<file path="src/rtl/return_address_stack.sv">
// Circular return-address stack for JAL/JR target prediction.
// On overflow the oldest entry is overwritten. Top_Addr/Top_Valid come from registers only.
module return_address_stack #(
  parameter int DEPTH  = 8,
  parameter int ADDR_W = 32,
  parameter int PTR_W  = 3
) (
  input  logic              clk,
  input  logic              reset,
  input  logic              Flush,
  input  logic              Push,
  input  logic [ADDR_W-1:0] Push_Addr,
  input  logic              Pop,
  output logic [ADDR_W-1:0] Top_Addr,
  output logic              Top_Valid,
  output logic [PTR_W:0]    Count,
  output logic              Overflow,
  output logic              Underflow
);

  localparam logic [PTR_W-1:0] TOS_RST = PTR_W'(DEPTH - 1);
  localparam logic [PTR_W:0]   FULL    = (PTR_W + 1)'(DEPTH);

  logic [ADDR_W-1:0] entry_q [DEPTH];
  logic [ADDR_W-1:0] entry_d [DEPTH];
  logic [PTR_W-1:0]  tos_q, tos_d, tos_inc, tos_dec;
  logic [PTR_W:0]    count_q, count_d;
  logic              ovf_q, ovf_d, unf_q, unf_d;

  // Pointer arithmetic wraps naturally because DEPTH == 2**PTR_W.
  assign tos_inc = tos_q + PTR_W'(1);
  assign tos_dec = tos_q - PTR_W'(1);

  always_comb begin
    entry_d = entry_q;
    tos_d   = tos_q;
    count_d = count_q;
    ovf_d   = 1'b0;
    unf_d   = 1'b0;
    if (Flush) begin
      count_d = '0;
      tos_d   = TOS_RST;
    end else if (Push && Pop && (count_q != '0)) begin
      entry_d[tos_q] = Push_Addr;
    end else if (Push) begin
      tos_d            = tos_inc;
      entry_d[tos_inc] = Push_Addr;
      if (count_q == FULL) ovf_d = 1'b1;
      else                 count_d = count_q + 1'b1;
    end else if (Pop) begin
      if (count_q != '0) begin
        tos_d   = tos_dec;
        count_d = count_q - 1'b1;
      end else begin
        unf_d = 1'b1;
      end
    end
  end

  always_ff @(posedge clk or posedge reset) begin
    if (reset) begin
      for (int i = 0; i < DEPTH; i++) entry_q[i] <= '0;
      tos_q   <= TOS_RST;
      count_q <= '0;
      ovf_q   <= 1'b0;
      unf_q   <= 1'b0;
    end else begin
      entry_q <= entry_d;
      tos_q   <= tos_d;
      count_q <= count_d;
      ovf_q   <= ovf_d;
      unf_q   <= unf_d;
    end
  end

  assign Top_Valid = (count_q != '0);
  assign Top_Addr  = Top_Valid ? entry_q[tos_q] : '0;
  assign Count     = count_q;
  assign Overflow  = ovf_q;
  assign Underflow = unf_q;

endmodule

</file>
<file path="config.mk">
export PLATFORM = sky130hd
export DESIGN_NAME = return_address_stack
export DESIGN_NICKNAME = d
export VERILOG_FILES = /design/src/rtl/return_address_stack.sv
export SDC_FILE = /design/constraint.sdc
export NUM_CORES = 1
export LEC_CHECK = 0
export BUFFER_PORTS_ARGS = -buffer_cell sky130_fd_sc_hd__buf_4
export CELL_PAD_IN_SITES_DETAIL_PLACEMENT = 1
export CELL_PAD_IN_SITES_GLOBAL_PLACEMENT = 1
export CORE_MARGIN = 4
export CORE_UTILIZATION = 45
export DETAILED_ROUTE_END_ITERATION = 10
export PLACE_DENSITY_LB_ADDON = 0.25
export SYNTH_ARGS = -nofsm -noshare
export SYNTH_HDL_FRONTEND = slang
export SYNTH_SLANG_ARGS = --single-unit
export TNS_END_PERCENT = 100
</file>
<file path="constraint.sdc">
create_clock -name clk -period 8.79 [get_ports clk]
set_clock_uncertainty 0.1 [all_clocks]
set_input_delay 1.758 -clock clk [delete_from_list [all_inputs] [get_ports clk]]
set_output_delay 1.758 -clock clk [all_outputs]
set_load 0.005 [all_outputs]
</file>
==> metrics <==
gpl congestion=between 0.7 and 0.8; htree depth=1; actual slew at the worst max-slew pin=approximately 1100 ps; Area after DPL=roughly 0.013 sq mm; Post-synth EDFFs=0; maximum vdd ir drop=178 uV; CTS tree=done; DRC errors left=0; Hold Crit Class=reg -> reg; Util after Layout=0.527; number of max-cap violations=0; largest net degree at the start of global routing=177; first-pass GRT wire length=51600 um; clk slew on worst S/H paths=around 60 ps; fmax=~0.18 GHz; Max clock buf depth=3; initial core utilization=0.461; post-route cell area=roughly 0.014 sq mm; Die X=175 um; Synth Register Bits=265; critical path type=reg -> out; library cells used by synthesis=slightly above 60; initial DRC count=between 400 and 500; die height=around 170 um; Worst Hold End=entry_q[155]$_DFFE_PP0P_; drt via density=a little under 6; Final Hold Viols=0; area grow syn2layout=14.4%; Worst Path Arrival=approximately 3700 ps; Antenna diodes=0; nets@finish=989; FP Rows=60; async set-or-reset flop fraction in the synthesized netlist=1.00; clock buffer count from CTS=30; final setup fails=0; TritonCTS Sinks=~270; Max FO, Critical Path=32; final-report max-slew violation count=0; Avg Cell Area, Syn=14.1 sq um; reg-to-reg endpoint=entry_q[60]$_DFFE_PP0P_; core area=between 0.02 and 0.03 sq mm; layout cells sized above 1=0.442; cts repair resizes=0; First-pass DRT Iterations=4; later-pin clock latency in the skew report=540 ps; vias in the first global route=8591; Req. time, crit path=6930 ps; Worst Hold Depth=1; Root Buffer=clkbuf_16; Setup Fix Bufs, Post-CTS=0; outcome=complete, no violations; CP Launch Type=flop; multi-input logic area=~0.0055 sq mm; sequential element share of the synthesized area=0.530; hold_sp=entry_q[155]$_DFFE_PP0P_; RSZ-0062 raised after global routing=false; Fin Setup TNS=0 ps; antenna violations before repair=0; total wire length=about 32000 um; Leakage=approximately 6.3 nW; Reg2Reg Setup Slack=4230 ps; register area=0.00664 sq mm; Tmin final=around 5600 ps; Synth Flop Type=dfrtp_1; WL/cell=between 20 and 25 um; total I/O pin count=76; Die ar.=approximately 0.031 sq mm; post-DP HPWL=18600 um; antenna violation net count after detailed routing=0; Fillers=between 2000 and 3000; Cells after Synth=a little under 900; via count=roughly 8000; IO buf count=75; Final period util=0.633; overall power=~0.0057 W; Slew HR=0.233; cts hold-fix bufs=0; total standard cell area after synthesis=between 0.01 and 0.015 sq mm; power per cell area=roughly 400 mW/mm^2; Worst R2R Start=tos_q[1]$_DFFE_PP1P_; R2R depth=8; Post-Syn Nets=between 900 and 1000; GRT Overall Usage=0.213; crit end category=output pin; grt ovf=0; YS warnings=0
==> cells in the mapped netlist (all sizes together), types with 3 or more instances <==
cell,number,area [sq um]
o21ai,9,48.8
and2,3,18.8
a221o,6,60.1
mux2i,28,284
o21a,10,76.3
clkbuf,18,67.6
mux2,279,3140
a21oi,27,139
nor2,26,100
nand2b,6,37.5
buf,45,292
a221oi,12,111
o2bb2ai,12,105
mux4,26,586
a22oi,21,158
xnor2,4,35.0
ha,4,50.1
nand2,27,101
a22o,8,70.1
inv,8,30.0
dfrtp,262,6560
dfstp,3,78.8
nor4,3,33.8
xor2,3,26.3
nor2b,7,43.8
==> metal layers <==
metal | up-vias | GRT usage | routed length, um
met3 | 43 | 0.0307 | 1120
met1 | 4247 | 0.299 | 14900
li1 | 3437 | - | -
met5 | - | 0 | 0
met2 | 135 | 0.359 | 15700
met4 | 0 | 0.0357 | 514
==> report_power, final <==
part / switching, W / internal (W)
clock: 0.000494 / 0.000708
combinational: 0.00108 / 0.00126
sequential: 0.000362 / 0.00182
==> worst max path at each step <==
| stage | startpoint | endpoint | slack [ps] | depth (start not counted) |
|---|---|---|---|---|
| after CTS | tos_q[2]$_DFFE_PP1P_ | Top_Addr[12] | 3220 | 6 |
| after global routing | tos_q[2]$_DFFE_PP1P_ | Top_Addr[19] | 3080 | 6 |
| after detailed placement | tos_q[2]$_DFFE_PP1P_ | Top_Addr[12] | 3820 | 6 |
| after floorplan | reset | Count[0]$_DFFE_PP0P_ | 3440 | 1 |
| final | tos_q[2]$_DFFE_PP1P_ | Top_Addr[19] | 3230 | 6 |
| after global placement | tos_q[2]$_DFFE_PP1P_ | Top_Addr[12] | 3790 | 6 |
==> flip-flops by register name, indices dropped and copies added, names as in the netlist <==
register   count
Count          4
tos_q          3
entry_q      256
Underflow      1
Overflow       1
==> per-stage QoR <==
stage | std cells | hold slack, ps | worst slack (ps)
4_1_cts | 1342 | 387 | 3220
6_report | 1342 | 385 | 3230
2_1_floorplan | 887 | 352 | 3440
3_5_place_dp | 1287 | 371 | 3820
3_3_place_gp | 1287 | 363 | 3790
5_1_grt | 1342 | 403 | 3080
==> worst max-delay path: stages (launching register included) <==
cell and delay, ps:
dfstp_2 1110, buf_4 530, nor2b_1 740, a22oi_1 210
nor2_1 170, o21a_1 230, buf_4 140
==> cell families (layout without fill, tap and decap cells) <==
group                      after synthesis  after routing  share of synthesized area
AOI/OAI and AO/OA                      121            121                     0.0735
xor gates and xnor gates                 7              7                    0.00490
adders and majority gates                5              5                    0.00560
buffers and inverters                   71            154                     0.0311
DFF                                    265            265                      0.530
muxes                                  333            333                      0.320
and+or+nand+nor                         85             85                     0.0347
==> cell usage in the layout (no fill, tap or decap), types with 7 or more instances in the layout <==
cell,Yosys,layout
inv_1,8,7
o2bb2ai_1,12,12
mux2i_1,27,27
o21a_1,9,9
nor2_1,25,25
nor2b_1,7,7
dfrtp_1,262,262
clkbuf_16,0,30
mux4_2,26,26
buf_4,16,90
a221oi_1,11,11
a22o_1,8,8
a21oi_1,26,26
o21ai_0,8,8
mux2_1,30,30
clkbuf_1,18,10
nand2_1,27,27
clkinv_2,0,7
a22oi_1,21,21
mux2_2,249,249
==> final cells by class <==
| class | instances | share of cell area |
|---|---|---|
| flip-flops and latches | 265 | 0.464 |
| multi-input cells | 551 | 0.387 |
| clock buffers | 46 | 0.0608 |
| repair buffers | 91 | 0.0486 |
| well taps | 372 | 0.0325 |
| clock inverters | 9 | 0.00568 |
| inverters | 8 | 0.00236 |
(Power assumes the default switching activity.)
